--- config.mk ---
export PLATFORM = sky130hd
export DESIGN_NAME = traffic_scheduler
export DESIGN_NICKNAME = d
export VERILOG_FILES = /design/src/rtl/traffic_pkg.sv /design/src/rtl/phase_timer.sv /design/src/rtl/traffic_scheduler.sv
export SDC_FILE = /design/constraint.sdc
export NUM_CORES = 1
export LEC_CHECK = 0
export ABC_AREA = 1
export ABC_CLOCK_PERIOD_IN_PS = 4800
export CAP_MARGIN = 20
export CORE_AREA = 2 2 39 41
export CTS_CLUSTER_SIZE = 14
export DETAILED_ROUTE_END_ITERATION = 16
export DIE_AREA = 0 0 41 43
export GPL_ROUTABILITY_DRIVEN = 0
export HOLD_SLACK_MARGIN = 0.15
export PLACE_DENSITY = 0.79
export SYNTH_ARGS = -nofsm -noshare
export SYNTH_HDL_FRONTEND = slang
export SYNTH_SLANG_ARGS = --single-unit
--- constraint.sdc ---
create_clock -name clk -period 4.8 [get_ports clk]
set_clock_uncertainty 0.15 [all_clocks]
set_input_delay 0.72 -clock clk [delete_from_list [all_inputs] [get_ports clk]]
set_output_delay 0.72 -clock clk [all_outputs]
set_load 0.01 [all_outputs]
--- src/rtl/traffic_pkg.sv ---
// Shared types and lamp encodings for the intersection phase controller.
package traffic_pkg;

  typedef enum logic [2:0] {
    AG   = 3'd0,
    AY   = 3'd1,
    CLR  = 3'd2,
    BG   = 3'd3,
    BY   = 3'd4,
    WALK = 3'd5
  } state_t;

  typedef enum logic {
    STREET_A = 1'b0,
    STREET_B = 1'b1
  } street_t;

  localparam logic [1:0] LAMP_RED = 2'b00;
  localparam logic [1:0] LAMP_YEL = 2'b01;
  localparam logic [1:0] LAMP_GRN = 2'b11;

endpackage

--- src/rtl/phase_timer.sv ---
// Up-counting phase timer: cleared on every phase change, holds at the saturate value.
module phase_timer #(
  parameter int CW = 5
) (
  input  logic          clk,
  input  logic          reset,
  input  logic          clr,
  input  logic [CW-1:0] sat,
  output logic [CW-1:0] count
);

  // Count cycles spent in the current phase; saturation keeps long greens from wrapping.
  always_ff @(posedge clk or negedge reset) begin
    if (!reset) begin
      count <= '0;
    end else if (clr) begin
      count <= '0;
    end else if (count != sat) begin
      count <= count + 1'b1;
    end
  end

endmodule

--- src/rtl/traffic_scheduler.sv ---
// Two-street intersection phase controller with a shared pedestrian crossing.
//
//   state | meaning
//   ------+----------------------------------------------
//   AG    | street A green, B red
//   AY    | street A yellow, B red
//   CLR   | all red for one cycle between phases
//   BG    | street B green, A red
//   BY    | street B yellow, A red
//   WALK  | all vehicle lamps red, walk lamp lit
module traffic_scheduler
  import traffic_pkg::*;
#(
  parameter int GREEN_MIN = 4,
  parameter int GREEN_MAX = 12,
  parameter int YELLOW_T  = 2,
  parameter int WALK_T    = 3,
  parameter int CW        = 5
) (
  input  logic       clk,
  input  logic       reset,
  input  logic       sa,
  input  logic       sb,
  input  logic       ped_req,
  output logic [1:0] la,
  output logic [1:0] lb,
  output logic       walk
);

  localparam logic [CW-1:0] T_MIN  = CW'(GREEN_MIN - 1);
  localparam logic [CW-1:0] T_MAX  = CW'(GREEN_MAX - 1);
  localparam logic [CW-1:0] T_YEL  = CW'(YELLOW_T - 1);
  localparam logic [CW-1:0] T_WALK = CW'(WALK_T - 1);

  state_t        state;
  state_t        state_nx;
  street_t       last;
  logic          ped_pending;
  logic [CW-1:0] timer;
  logic          phase_change;

  assign phase_change = (state_nx != state);

  phase_timer #(.CW(CW)) u_timer (
    .clk   (clk),
    .reset (reset),
    .clr   (phase_change),
    .sat   (T_MAX),
    .count (timer)
  );

  // State register; reset lands directly in A green so lamps are valid without a clock.
  always_ff @(posedge clk or negedge reset) begin
    if (!reset) begin
      state <= AG;
    end else begin
      state <= state_nx;
    end
  end

  // Next-state: a green yields only after its minimum, and before its maximum only if its own street is empty.
  always_comb begin
    state_nx = state;
    case (state)
      AG: begin
        if ((timer >= T_MIN) && (sb || ped_pending) && (!sa || (timer == T_MAX)))
          state_nx = AY;
      end
      AY: begin
        if (timer == T_YEL) state_nx = CLR;
      end
      BG: begin
        if ((timer >= T_MIN) && (sa || ped_pending) && (!sb || (timer == T_MAX)))
          state_nx = BY;
      end
      BY: begin
        if (timer == T_YEL) state_nx = CLR;
      end
      CLR: begin
        if (ped_pending)             state_nx = WALK;
        else if (last == STREET_A)   state_nx = BG;
        else                         state_nx = AG;
      end
      WALK: begin
        if (timer == T_WALK) state_nx = (last == STREET_A) ? BG : AG;
      end
      default: state_nx = AG;
    endcase
  end

  // Pedestrian latch and last-served street; entering WALK clears the latch even if a new request arrives.
  always_ff @(posedge clk or negedge reset) begin
    if (!reset) begin
      ped_pending <= 1'b0;
      last        <= STREET_A;
    end else begin
      if ((state_nx == WALK) && (state != WALK))
        ped_pending <= 1'b0;
      else if (ped_req && (state != WALK))
        ped_pending <= 1'b1;

      if ((state == AY) && (state_nx == CLR))
        last <= STREET_A;
      else if ((state == BY) && (state_nx == CLR))
        last <= STREET_B;
    end
  end

  // Moore lamp decode of the state register.
  always_comb begin
    la   = LAMP_RED;
    lb   = LAMP_RED;
    walk = 1'b0;
    case (state)
      AG:      la = LAMP_GRN;
      AY:      la = LAMP_YEL;
      BG:      lb = LAMP_GRN;
      BY:      lb = LAMP_YEL;
      WALK:    walk = 1'b1;
      default: ;
    endcase
  end

endmodule

Word-level counts from Yosys, hierarchy flattened:

Cells that the tools add are included.
W data, S select, Z words.

* muxes and demuxes: 16
* multipliers: 0
* bitwise gates (word level): 0
* $add $sub $neg: 1
* reductions and logical operators: 19
* $lt $le $gt $ge: 1
* divide/modulo/power cells: 0
* shifts and indexed selects: 0
* equality and inequality tests: 13

Operators by type and width (count)
* $mux W3: 5
* $pmux W3 S5: 1
* $mux W5: 2
* $eq A3 B2 Y1 const B: 3
* $eq A3 B3 Y1 const B: 3
* $logic_and A1 B1 Y1: 8
* $pmux W2 S2: 2
* $reduce_bool A2 Y1: 3
* $add A5 B1 Y5 const B: 1
* $eq A5 B1 Y1 const B: 1
* $eq A5 B2 Y1 const B: 1
* $eq A5 B4 Y1 const B: 1
* $ge A5 B2 Y1 const B: 1
* $mux W1: 5
* $ne A5 B4 Y1 const B: 1
* $logic_or A1 B1 Y1: 4
* $eq A3 B1 Y1 const B: 1
* $logic_not A3 Y1: 1
* $ne A3 B3 Y1: 1
* $ne A3 B3 Y1 const B: 1
* $logic_not A1 Y1: 2
* $mux W2: 1
* $reduce_or A2 Y1: 1

* ROM bits: 0
* register bits after elaboration: 10
* output and inout bits: 5
* word-level logic and storage cells: 54
* bits in latches: 0
* input bits: 5
* bits in writable memories: 0
* memories kept: 0

Longest topological paths before layout:

Gate-level depths: netlist of the first run.

* depth after elaboration: 9
* mapped depth: 13
* depth with buffers taken out: 13

Hierarchy:

From an unflattened synthesis of the first run, not the netlist that was laid out.

* cell total of the unflattened synthesis: 172
* area, all modules: 994.7 um^2

By module, submodules not included
* traffic_scheduler: sequential area each 125.1 um^2, instances 1, area each 538.0 um^2, cells each 96
* phase_timer: sequential area each 125.1 um^2, instances 1, area each 456.7 um^2, cells each 76

Least setup slack after synthesis of the first run:

No wires, ideal clock.

* path kind: flip-flop to output port
* from: register state[2]
* to: output lb[0]
* arrival: 989 ps
* required time: 3930 ps
* cell stages (with the launch flop): 6
* buffers on the path: 0
* setup slack: 2941 ps
* cell sequence: dfrtp_1 inv_1 nand2_1 nor2_1 inv_1 nand2_1

* word-level cells in the longest chain between the ends: 2
* elaborated cells on any way between the ends: 3
* classes of those cells: eq/ne (2); mux (1)

Ends and longest elaborated chain
* start: declaration: RTL line traffic_scheduler.sv:35 `state_t state;`
* start signal: assignment: RTL line traffic_scheduler.sv:57 `state <= state_nx;`
* $eq A3 B3 Y1 or $eq A3 B2 Y1 (tied branches): RTL line traffic_scheduler.sv:114 `case (state)`
* $pmux W2 S2 *: RTL line traffic_scheduler.sv:114
* end: declaration: RTL line traffic_scheduler.sv:26 `output logic [1:0] lb,`

Mark *: on every way between the ends. The rest lies on a longest branch, timed or not.

Final worst setup path of the first run:

Ends and elaborated chain as after synthesis.

==> summary.md, run 1 <==
| Metric | Value |
|---|---|
| Startpoint of the tightest hold check path | `last$_DFFE_PN0P_` |
| Cells after synthesis | `105` |
| Switching part of the total power | `~47%` |
| Sequential share of power | `~29%` |
| Sum of negative setup slack | `0 ns` |
| Initial Util | `52.4%` |
| Full die area | `between 0.0015 and 0.002 mm^2` |
| Max-cap violations | `0` |
| Worst slew slack as a fraction of its limit | `69.0%` |
| Unrepaired setup endpoints after global routing | `false` |
| Maximum clock frequency | `382 MHz` |
| Most frequently used cell type in the post-synthesis netlist | `nand2_1` |
| Ys Warns | `0` |
| Worst reg2reg path endpoint | `u_timer.count[4]$_DFFE_PN0P_` |
| Total setup violations reported at the end of the flow | `0` |
| Core outline area | `0.00138 mm^2` |
| Violation count after the first detailed-route iteration | `12` |
| Data arrival time of the critical path | `1.75 ns` |
| Unique masters post-synth | `19` |
| Period utilization | `54.5%` |
| Origin of the critical flop-to-flop path | `u_timer.count[1]$_DFFE_PN0P_` |
| Fraction of final layout cells sized beyond drive strength 1 | `between 15 and 20%` |
| Number of routed nets with antenna violations | `0` |
| Gate power share | `58.4%` |
| Power, Total | `0.000454 W` |
| Area added between synthesis and finish | `18.3%` |
| Antenna Diode Count | `0` |
| R2r worst-path depth | `13` |
| Number of hold buffers added after CTS | `0` |
| Proportion of register bits with asynchronous set or reset after synthesis | `100%` |
| Number of synthesized flops with an enable pin | `0` |
| Grt total ovfl | `0` |
| Cell type with the largest total area after synthesis | `dfrtp_1` |
| Peak VDD IR | `0.254 mV` |
| Final net count | `127` |
| Total number of vias | `between 700 and 800` |
| First-pass GRT wire length | `about 2.6 mm` |
| Clock-pin slew on the worst setup and hold paths | `0.06 ns` |
| FF-to-FF setup slack | `3.04 ns` |
| Family of cells with the greatest summed delay on the critical path | `buffers and inverters` |
| Count of buffers inserted at the top-level ports | `9` |
| Power density relative to cell area | `529 mW/mm^2` |
| Area of the mapped netlist | `726 um^2` |
| Buf/Inv on CP | `3` |
| Cell types occupying the most area after synthesis | `dfrtp_1 (34%), nand2_1 (14%), nor2_1 (8.3%)` |
| Total met3 wirelength after detailed routing | `a little under 60 um` |
| Startpoint kind of the worst setup timing path | `flop` |
| Initial antenna violation count | `0` |
| Most frequent cells after synthesis | `nand2_1 (27), nor2_1 (16), inv_1 (15)` |
| Yosys reg bits | `10` |
| Worst hold path depth | `2` |
| Total number of clock tree sinks | `10` |
| Hold Path Class | `reg2reg` |
| Clock Root Buffer | `clkbuf_4` |
| Number of global-route vias before repair | `649` |
| Detailed Place HPWL | `1.22 mm` |
| Setup crit end kind | `output port` |
| Length of routed wiring on met1 | `662 um` |
| Pin count of the biggest net entering global routing | `11` |
| Internal power summed over all cells | `0.000240 W` |
| Worst slew pin tran | `0.464 ns` |
| Fraction of power consumed by the clock network | `12.6%` |
| Critical path peak fanout | `5` |
| CTS tree | `built` |
| Post-synth top area share | `roughly a third` |
| Count of buffers added by post-CTS timing repair for setup | `0` |
| Most frequently used flop master after synthesis | `dfrtp_1` |
| Hold Violations, Final | `0` |
| Cell chain of the critical path | `inv_1 -> nand2_1 -> nor2_1 -> inv_1 -> nand2_1 -> clkdlybuf4s50_1` |
| DRT Pass-1 Iters | `4` |
| Number of CTS-inserted buffers | `3` |
| Clock insertion delay at the later pin of the skew report | `0.27 ns` |
| Hold EP | `last$_DFFE_PN0P_` |
| Global Route Usage Sum | `between 20% and 30%` |
| Die Ht | `approximately 43 um` |
| Vias per Instance | `5.27` |
| Slowest CP cell | `clkdlybuf4s50_1` |
| Width of the die | `41 um` |
| Wirelength per Cell | `11.2 um` |
| Number of resized instances in the post-cts repair step | `0` |
| Placement row count | `14` |
| Number of H-tree levels | `1` |
| Max clock buf depth | `2` |
| Met2 layer wire length in the routed design | `726 um` |
| Run status | `finished clean` |
| Drt total wl | `roughly 1.5 mm` |
| Max Used Layer | `met4` |
| Fillers | `130` |
| Number of top-level design ports | `10` |
| Crit path largest cell delay | `0.53 ns` |
| Seq/Total Area, Yosys | `34.5%` |
| Net Switching | `approximately 0.00021 W` |
| Fin crit period | `about 2.6 ns` |
| Critical Path RT | `approximately 4 ns` |
| Net count after synthesis | `113` |
| Number of slew-limit violations in the final report | `0` |
| Syn_area_per_cell | `6.91 um^2` |
| Leak | `0.461 nW` |
| DRC viols | `0` |
| Critical path class | `reg2out` |
-- kinds of logic after synthesis --
family          after synthesis  synth area share (%)
simple gates                 67                  43.1
compound gates                5                  3.96
flops                        10                  34.5
xor+xnor                      3                  3.62
buf+inv                      16                  8.27
mux                           1                  1.38
fa+ha+maj                     3                  5.17
-- cell type report --
class / instances / area, um^2 / area share, %
Timing Repair Buffer: 9 / 90.1 / 10.5
Multi-Input combinational cell: 79 / 415 / 48.4
Clock buffer: 3 / 22.5 / 2.62
Tap cell: 16 / 20.0 / 2.33
Sequential cell: 10 / 250 / 29.2
Inverter: 16 / 60.1 / 7.00
-- worst register-to-register path, cell delays in order, from the launching register on --
cell and delay (ns):
dfrtp_1 0.41, inv_1 0.09, ha_1 0.13, inv_1 0.04
nor2_1 0.08, nand2_1 0.10, nand2_1 0.09, nand2_1 0.06
nor2_2 0.14, nand3_2 0.08, nand2_1 0.06, nand2_1 0.05
nand2_2 0.11, nor2_1 0.05
-- registers in the layout, indices dropped and copies added (netlist names) --
name,flops
last,1
ped_pending,1
state,3
u_timer.count,5
-- worst max path at each step --
stage / startpoint / endpoint / slack (ns) / depth (start not counted)
global route: state[2]$_DFF_PN0_ / lb[0] / 2.05 / 6
CTS: state[2]$_DFF_PN0_ / lb[0] / 2.19 / 6
global placement: state[2]$_DFF_PN0_ / lb[0] / 2.54 / 6
detailed placement: state[2]$_DFF_PN0_ / lb[0] / 2.50 / 6
floorplan: state[2]$_DFF_PN0_ / lb[0] / 2.94 / 5
finish: state[2]$_DFF_PN0_ / lb[0] / 2.18 / 6
-- per-layer routing --
| metal | global-route usage (%) | vias to the layer above |
|---|---|---|
| li1 | - | 348 |
| met1 | 26.5 | 331 |
| met2 | 34.4 | 17 |
| met3 | 4.71 | 5 |
| met4 | 13.3 | 0 |
| met5 | 0 | - |
-- cell usage in the layout (no fill, tap or decap), types with 2 or more instances in the layout --
cell type and n:
clkbuf_4 3, clkdlybuf4s50_1 9, dfrtp_1 10, ha_1 3
inv_1 15, nand2_1 27, nand2_2 7, nand3_1 9
nand3_2 2, nor2_1 16, nor2_2 3, o21ai_0 3
xor2_1 2
-- power by group through the flow --
stage / registers, W / clock network (W) / logic [W]
2_1_floorplan: 0.000127 / 0 / 0.000189
3_3_place_gp: 0.000132 / 0 / 0.000257
3_5_place_dp: 0.000133 / 0 / 0.000263
4_1_cts: 0.000131 / 0.0000587 / 0.000265
5_1_grt: 0.000136 / 0.0000615 / 0.000301
6_report: 0.000132 / 0.0000570 / 0.000265
-- stage by stage --
stage	area, um^2	setup slack, ns	hold slack (ns)	util [%]	cells
after floorplan	726	2.94	0.274	-	105
after global placement	836	2.54	0.350	60.4	130
after detailed placement	836	2.50	0.361	60.4	130
after CTS	858	2.19	0.374	62.0	133
after global routing	858	2.05	0.400	62.0	133
final	858	2.18	0.372	62.0	133
(Power assumes the default switching activity.)
==> inputs of run 2 (changes only) <==
--- a/config.mk
+++ b/config.mk
@@ -6,15 +6,15 @@
 export NUM_CORES = 1
 export LEC_CHECK = 0
 export ABC_AREA = 1
-export ABC_CLOCK_PERIOD_IN_PS = 4800
+export ABC_CLOCK_PERIOD_IN_PS = 2100
 export CAP_MARGIN = 20
-export CORE_AREA = 2 2 39 41
+export CORE_AREA = 2 2 43 45
 export CTS_CLUSTER_SIZE = 14
 export DETAILED_ROUTE_END_ITERATION = 16
-export DIE_AREA = 0 0 41 43
+export DIE_AREA = 0 0 45 47
 export GPL_ROUTABILITY_DRIVEN = 0
 export HOLD_SLACK_MARGIN = 0.15
-export PLACE_DENSITY = 0.79
+export PLACE_DENSITY = 0.69
 export SYNTH_ARGS = -nofsm -noshare
 export SYNTH_HDL_FRONTEND = slang
 export SYNTH_SLANG_ARGS = --single-unit
==> constraint.sdc (replaced) <==
create_clock -name clk -period 2.1 [get_ports clk]
set_clock_uncertainty 0.15 [all_clocks]
set_input_delay 0.315 -clock clk [delete_from_list [all_inputs] [get_ports clk]]
set_output_delay 0.315 -clock clk [all_outputs]
set_load 0.01 [all_outputs]
==> run 2 against run 1 <==
Net effect: critical endpoint is now walk; global-route usage shrank 4.6 points; critical path type unchanged; highest routed layer unchanged; sequential share of layout area shrank 1.1 points; register-to-register slack lost 2.7 ns; non-clock buffer count grew 1.
==> summary.md, run 2 (same netlist as run 1, synthesis figures left out) <==
| Metric | Value |
|---|---|
| Power, Total | `0.00109 W (was 0.000454 W)` |
| Data arrival time of the critical path | `1.54 ns (was 1.75 ns)` |
| Critical Path RT | `1.63 ns (was 3.93 ns)` |
| Clock insertion delay at the later pin of the skew report | `0.26 ns (was 0.27 ns)` |
| Number of instances in the placed design | `131 (was 130)` |
| Total number of vias | `682 (was 701)` |
| Detailed Place HPWL | `1.24 mm (was 1.22 mm)` |
| Global Route Usage Sum | `17.5% (was 22.2%)` |
| Worst slew pin tran | `0.489 ns (was 0.464 ns)` |
| Origin of the critical flop-to-flop path | `u_timer.count[0]$_DFFE_PN0P_ (was u_timer.count[1]$_DFFE_PN0P_)` |
| Final net count | `128 (was 127)` |
| Critical path peak fanout | `5 (unchanged)` |
| DRC viols | `0 (unchanged)` |
| Width of the die | `45 um (was 41 um)` |
| Number of top-level design ports | `10 (unchanged)` |
| Fin crit period | `2.01 ns` |
| Power density relative to cell area | `1220 mW/mm^2 (was 529 mW/mm^2)` |
| Number of hold buffers added after CTS | `0 (unchanged)` |
| Final Non-Filler Cells | `136 (was 133)` |
| Top library cells by usage in the layout, fill and taps aside | `nand2_1 (27), nor2_1 (15), inv_1 (14) (was nand2_1 (27), nor2_1 (16), inv_1 (15))` |
| Peak VDD IR | `0.555 mV (was 0.254 mV)` |
| Leak | `0.500 nW (was 0.461 nW)` |
| Most common cell after layout, fill and taps aside | `nand2_1 (unchanged)` |
| Full die area | `0.00212 mm^2 (was 0.00176 mm^2)` |
| Max clock buf depth | `2 (unchanged)` |
| Unrepaired setup endpoints after global routing | `false (unchanged)` |
| Total number of clock tree sinks | `10 (unchanged)` |
| Hold Violations, Final | `0 (unchanged)` |
| DRT Pass-1 Iters | `4 (unchanged)` |
| Hold Path Class | `in2async (was reg2reg)` |
| Largest register by flop count | `u_timer.count (unchanged)` |
| Vias per Instance | `5.01 (was 5.27)` |
| Wirelength per Cell | `11.3 um (was 11.2 um)` |
| Violation count after the first detailed-route iteration | `10 (was 12)` |
| Number of global-route vias before repair | `655 (was 649)` |
| Startpoint kind of the worst setup timing path | `flop (unchanged)` |
| Period utilization | `95.5%` |
| Worst reg2reg path endpoint | `u_timer.count[3]$_DFFE_PN0P_ (was u_timer.count[4]$_DFFE_PN0P_)` |
| Clock Root Buffer | `clkbuf_4 (unchanged)` |
| Run status | `finished clean (unchanged)` |
| Pin count of the biggest net entering global routing | `11 (unchanged)` |
| Die Ht | `47 um (was 43 um)` |
| Placement row count | `15 (was 14)` |
| Area added between synthesis and finish | `23.1% (was 18.3%)` |
| Initial antenna violation count | `0 (unchanged)` |
| Clock-pin slew on the worst setup and hold paths | `0.07 ns (was 0.06 ns)` |
| Worst slew slack as a fraction of its limit | `67.3% (was 69.0%)` |
| Max-cap violations | `0 (unchanged)` |
| First-pass GRT wire length | `2.59 mm (about the same)` |
| Setup crit end kind | `output port (unchanged)` |
| Registers with the most flip-flops | `u_timer.count (5), state (3) (unchanged)` |
| Largest register FFs | `5 (unchanged)` |
| Fraction of final layout cells sized beyond drive strength 1 | `19.3% (was 16.2%)` |
| R2r worst-path depth | `12 (was 13)` |
| Number of slew-limit violations in the final report | `0 (unchanged)` |
| Total setup violations reported at the end of the flow | `0 (unchanged)` |
| Count of buffers inserted at the top-level ports | `9 (unchanged)` |
| Drt total wl | `1.54 mm (was 1.49 mm)` |
| CTS tree | `built (unchanged)` |
| Sum of negative setup slack | `0 ns (unchanged)` |
| Initial Util | `43.9% (was 52.4%)` |
| Core outline area | `0.00165 mm^2 (was 0.00138 mm^2)` |
| Number of routed nets with antenna violations | `0 (unchanged)` |
| Hold slack final | `0.227 ns (was 0.372 ns)` |
| FF-to-FF setup slack | `0.30 ns (was 3.04 ns)` |
| Grt total ovfl | `0 (unchanged)` |
| Number of CTS-inserted buffers | `3 (unchanged)` |
| Critical path class | `reg2out (unchanged)` |
| Number of H-tree levels | `1 (unchanged)` |
| Fillers | `168 (was 130)` |
| Maximum clock frequency | `498 MHz` |
| Antenna Diode Count | `0 (unchanged)` |
-- run 2: worst max-delay path by stage --
stage / startpoint / endpoint / cells after the start
floorplan: u_timer.count[0]$_DFFE_PN0P_ / u_timer.count[0]$_DFFE_PN0P_ / 10
global placement: sa / u_timer.count[4]$_DFFE_PN0P_ / 9
detailed placement: state[2]$_DFF_PN0_ / lb[0] / 6
CTS: state[2]$_DFF_PN0_ / la[1] / 5
global route: state[1]$_DFF_PN0_ / walk / 4
finish: state[1]$_DFF_PN0_ / walk / 4
-- run 2: what timing repair did --
action | CTS | global route
gates resized for setup | 3 | 2
setup buffers | 1 | 0
pin swaps | 0 | 0
setup endpoints to repair | 2 | 2
-- run 2: cell type report --
type	count	area, um^2	share of cell area [%]
multi-input combinational	79	423	47.3
sequential	10	250	28.0
timing repair buffer	10	103	11.5
inverter	16	60.1	6.72
clock buffer	4	36.3	4.06
tap	17	21.3	2.38
-- run 2: power breakdown --
part           leakage [nW]  switching [W]  total, W  internal [W]
clock                0.0210      0.0000689  0.000174      0.000105
sequential            0.129      0.0000500  0.000298      0.000248
combinational         0.350       0.000383  0.000622      0.000238
-- run 2: through the flow --
step                      utilization [%]  setup WS, ns  instance area, um^2
final                                54.1        0.0937                  893
after global placement               50.7         0.262                  837
after CTS                            53.8        0.0344                  888
after detailed placement             50.7         0.170                  837
after global routing                 54.1        0.0274                  893
after floorplan                         -         0.532                  726
-- run 2: metal layers --
metal	GRT usage [%]	wire length, um	part of all wire (%)
met3	2.31	63	4.1
met5	0	0	0
met4	10.0	29	1.9
met1	18.9	656	43
met2	32.9	790	51
-- run 2: critical path: stages, from the launching register on --
cell,delay (ns)
dfrtp_1,0.44
inv_2,0.12
nand2_2,0.08
nor2_4,0.10
clkdlybuf4s50_1,0.54
==> inputs of run 3 (changes only) <==
--- a/config.mk
+++ b/config.mk
@@ -8,13 +8,14 @@
 export ABC_AREA = 1
 export ABC_CLOCK_PERIOD_IN_PS = 2100
 export CAP_MARGIN = 20
-export CORE_AREA = 2 2 43 45
+export CORE_AREA = 2 2 42 44
+export CTS_BUF_LIST = sky130_fd_sc_hd__clkbuf_8
 export CTS_CLUSTER_SIZE = 14
 export DETAILED_ROUTE_END_ITERATION = 16
-export DIE_AREA = 0 0 45 47
+export DIE_AREA = 0 0 44 46
 export GPL_ROUTABILITY_DRIVEN = 0
 export HOLD_SLACK_MARGIN = 0.15
-export PLACE_DENSITY = 0.69
+export PLACE_DENSITY = 0.72
 export SYNTH_ARGS = -nofsm -noshare
 export SYNTH_HDL_FRONTEND = slang
 export SYNTH_SLANG_ARGS = --single-unit
==> run 3 against run 2 <==
Net effect: via count shrank 0.59%; non-clock buffer count shrank 1; routed wire length shrank 5.1%; sequential cell count is the same; die area shrank 4.3%; hold slack gained 0.020 ns; cell count shrank 0.74%; sequential share of layout area is essentially flat; critical path depth is the same; cell area grew 0.56%; sequential power is essentially flat; fmax shrank 1.1%; largest cell class unchanged; largest power group unchanged.
==> summary.md, run 3 (same netlist as run 1, synthesis figures left out) <==
| Metric | Value |
|---|---|
| Critical path class | `reg2out (unchanged)` |
| Max-cap violations | `0 (unchanged)` |
| Hold Violations, Final | `0 (unchanged)` |
| CTS tree | `built (unchanged)` |
| Critical path peak fanout | `5 (unchanged)` |
| Final Non-Filler Cells | `135 (was 136)` |
| Clock-pin slew on the worst setup and hold paths | `0.05 ns (was 0.07 ns)` |
| Final net count | `127 (was 128)` |
| Met1 Track Usage GR | `22.4% (was 18.9%)` |
| Worst slew pin tran | `0.452 ns (was 0.489 ns)` |
| Violation count after the first detailed-route iteration | `15 (was 10)` |
| Count of buffers inserted at the top-level ports | `9 (unchanged)` |
| Detailed Place HPWL | `1.16 mm (was 1.24 mm)` |
| Vias per Instance | `5.02 (was 5.01)` |
| Drt total wl | `1.46 mm (was 1.54 mm)` |
| DRC viols | `0 (unchanged)` |
| DRT Pass-1 Iters | `4 (unchanged)` |
| Number of slew-limit violations in the final report | `0 (unchanged)` |
| Full die area | `0.00202 mm^2 (was 0.00212 mm^2)` |
| Startpoint kind of the worst setup timing path | `flop (unchanged)` |
| Peak VDD IR | `0.586 mV (was 0.555 mV)` |
| Registers with the most flip-flops | `u_timer.count (5), state (3) (unchanged)` |
| Data arrival time of the critical path | `1.56 ns (was 1.54 ns)` |
| Count of buffers added by post-CTS timing repair for setup | `0 (was 1)` |
| Unrepaired setup endpoints after global routing | `false (unchanged)` |
| Maximum clock frequency | `493 MHz (was 498 MHz)` |
| Largest register by flop count | `u_timer.count (unchanged)` |
| Max clock buf depth | `2 (unchanged)` |
| Met2 global-route usage | `25.6% (was 32.9%)` |
| Run status | `finished clean (unchanged)` |
| Sum of negative setup slack | `0 ns (unchanged)` |
| Largest register FFs | `5 (unchanged)` |
| Total number of vias | `678 (was 682)` |
| Placement row count | `15 (unchanged)` |
| Die Ht | `46 um (was 47 um)` |
| Fraction of final layout cells sized beyond drive strength 1 | `19.5% (was 19.3%)` |
| Met3 Resource Use GR | `5.16% (was 2.31%)` |
| Number of routed nets with antenna violations | `0 (unchanged)` |
| Most common cell after layout, fill and taps aside | `nand2_1 (unchanged)` |
| Initial antenna violation count | `0 (unchanged)` |
| Number of global-route vias before repair | `618 (was 655)` |
| Critical Path RT | `1.63 ns (about the same)` |
| Top library cells by usage in the layout, fill and taps aside | `nand2_1 (27), nor2_1 (15), inv_1 (14) (unchanged)` |
| Hold Path Class | `in2async (unchanged)` |
| Number of H-tree levels | `1 (unchanged)` |
| Core outline area | `0.00161 mm^2 (was 0.00165 mm^2)` |
| Worst slew slack as a fraction of its limit | `69.8% (was 67.3%)` |
| Total setup violations reported at the end of the flow | `0 (unchanged)` |
| Pin count of the biggest net entering global routing | `11 (unchanged)` |
| Clock insertion delay at the later pin of the skew report | `0.24 ns (was 0.26 ns)` |
| Fin crit period | `2.03 ns (was 2.01 ns)` |
| Power density relative to cell area | `1270 mW/mm^2 (was 1220 mW/mm^2)` |
| Total number of clock tree sinks | `10 (unchanged)` |
| Wirelength per Cell | `10.8 um (was 11.3 um)` |
| Number of top-level design ports | `10 (unchanged)` |
| Power, Total | `0.00114 W (was 0.00109 W)` |
| Initial Util | `45.0% (was 43.9%)` |
| Setup crit end kind | `output port (unchanged)` |
| Global Route Usage Sum | `17.5% (about the same)` |
| Clock Root Buffer | `clkbuf_8 (was clkbuf_4)` |
| First-pass GRT wire length | `2.54 mm (was 2.59 mm)` |
| Leak | `0.489 nW (was 0.500 nW)` |
| Width of the die | `44 um (was 45 um)` |
| Area added between synthesis and finish | `23.8% (was 23.1%)` |
| Antenna Diode Count | `0 (unchanged)` |
| Number of CTS-inserted buffers | `3 (unchanged)` |
| Number of instances in the placed design | `131 (unchanged)` |
| Period utilization | `96.6% (was 95.5%)` |
| Grt total ovfl | `0 (unchanged)` |
| Busiest metal layer after global routing | `met2 (unchanged)` |
run 3: repair_timing:
| action | in CTS | in global routing |
|---|---|---|
| gates resized for setup | 1 | 3 |
| hold buffers | 0 | 0 |
| endpoints found under the setup margin | 1 | 2 |
| pin swaps | 0 | 1 |
run 3: worst max-delay path, cell delays in order (launching register included):
cell and delay [ns]:
dfrtp_2 0.43, inv_1 0.08, nand2_1 0.07, nor2_2 0.16, clkdlybuf4s50_1 0.58
run 3: routing by layer:
layer	routed length, um	share of wire, %
met5	0	0
met4	44	3.0
met3	67	4.6
met1	710	49
met2	640	44
run 3: worst paths after layout:
check,startpoint,end,slack [ns],cells after the start
setup / recovery,state[2]$_DFF_PN0_,lb[1],0.07,4
min in group clk,last$_DFFE_PN0P_,last$_DFFE_PN0P_,0.40,2
hold reg to reg,last$_DFFE_PN0P_,last$_DFFE_PN0P_,0.40,2
max in group asynchronous,reset,state[2]$_DFF_PN0_,1.22,1
setup reg to reg,u_timer.count[0]$_DFFE_PN0P_,u_timer.count[3]$_DFFE_PN0P_,0.30,10
hold / removal,reset,ped_pending$_DFFE_PN0P_,0.25,1
run 3: metrics by stage:
stage                     utilization (%)  hold slack (ns)  setup WS (ns)  area, um^2
after global placement               51.9            0.357          0.261         837
after CTS                            55.4            0.273        0.00512         895
after detailed placement             51.9            0.379          0.201         837
after floorplan                         -           -0.131          0.532         726
after global routing                 55.7            0.291        0.00400         898
final                                55.7            0.247         0.0721         898
run 3: layout make-up:
| class | count | area [um^2] |
|---|---|---|
| Clock buffer | 4 | 55.1 |
| Fill cell | 135 | 716 |
| Inverter | 16 | 60.1 |
| Multi-Input combinational cell | 79 | 418 |
| Sequential cell | 10 | 251 |
| Tap cell | 17 | 21.3 |
| Timing Repair Buffer | 9 | 92.6 |
run 3: report_power, final:
group | internal (W) | leakage (nW) | switching, W | total [W]
sequential | 0.000250 | 0.127 | 0.0000516 | 0.000301
combinational | 0.000233 | 0.333 | 0.000367 | 0.000600
clock | 0.000165 | 0.0288 | 0.0000757 | 0.000241
total | 0.000648 | 0.489 | 0.000494 | 0.00114
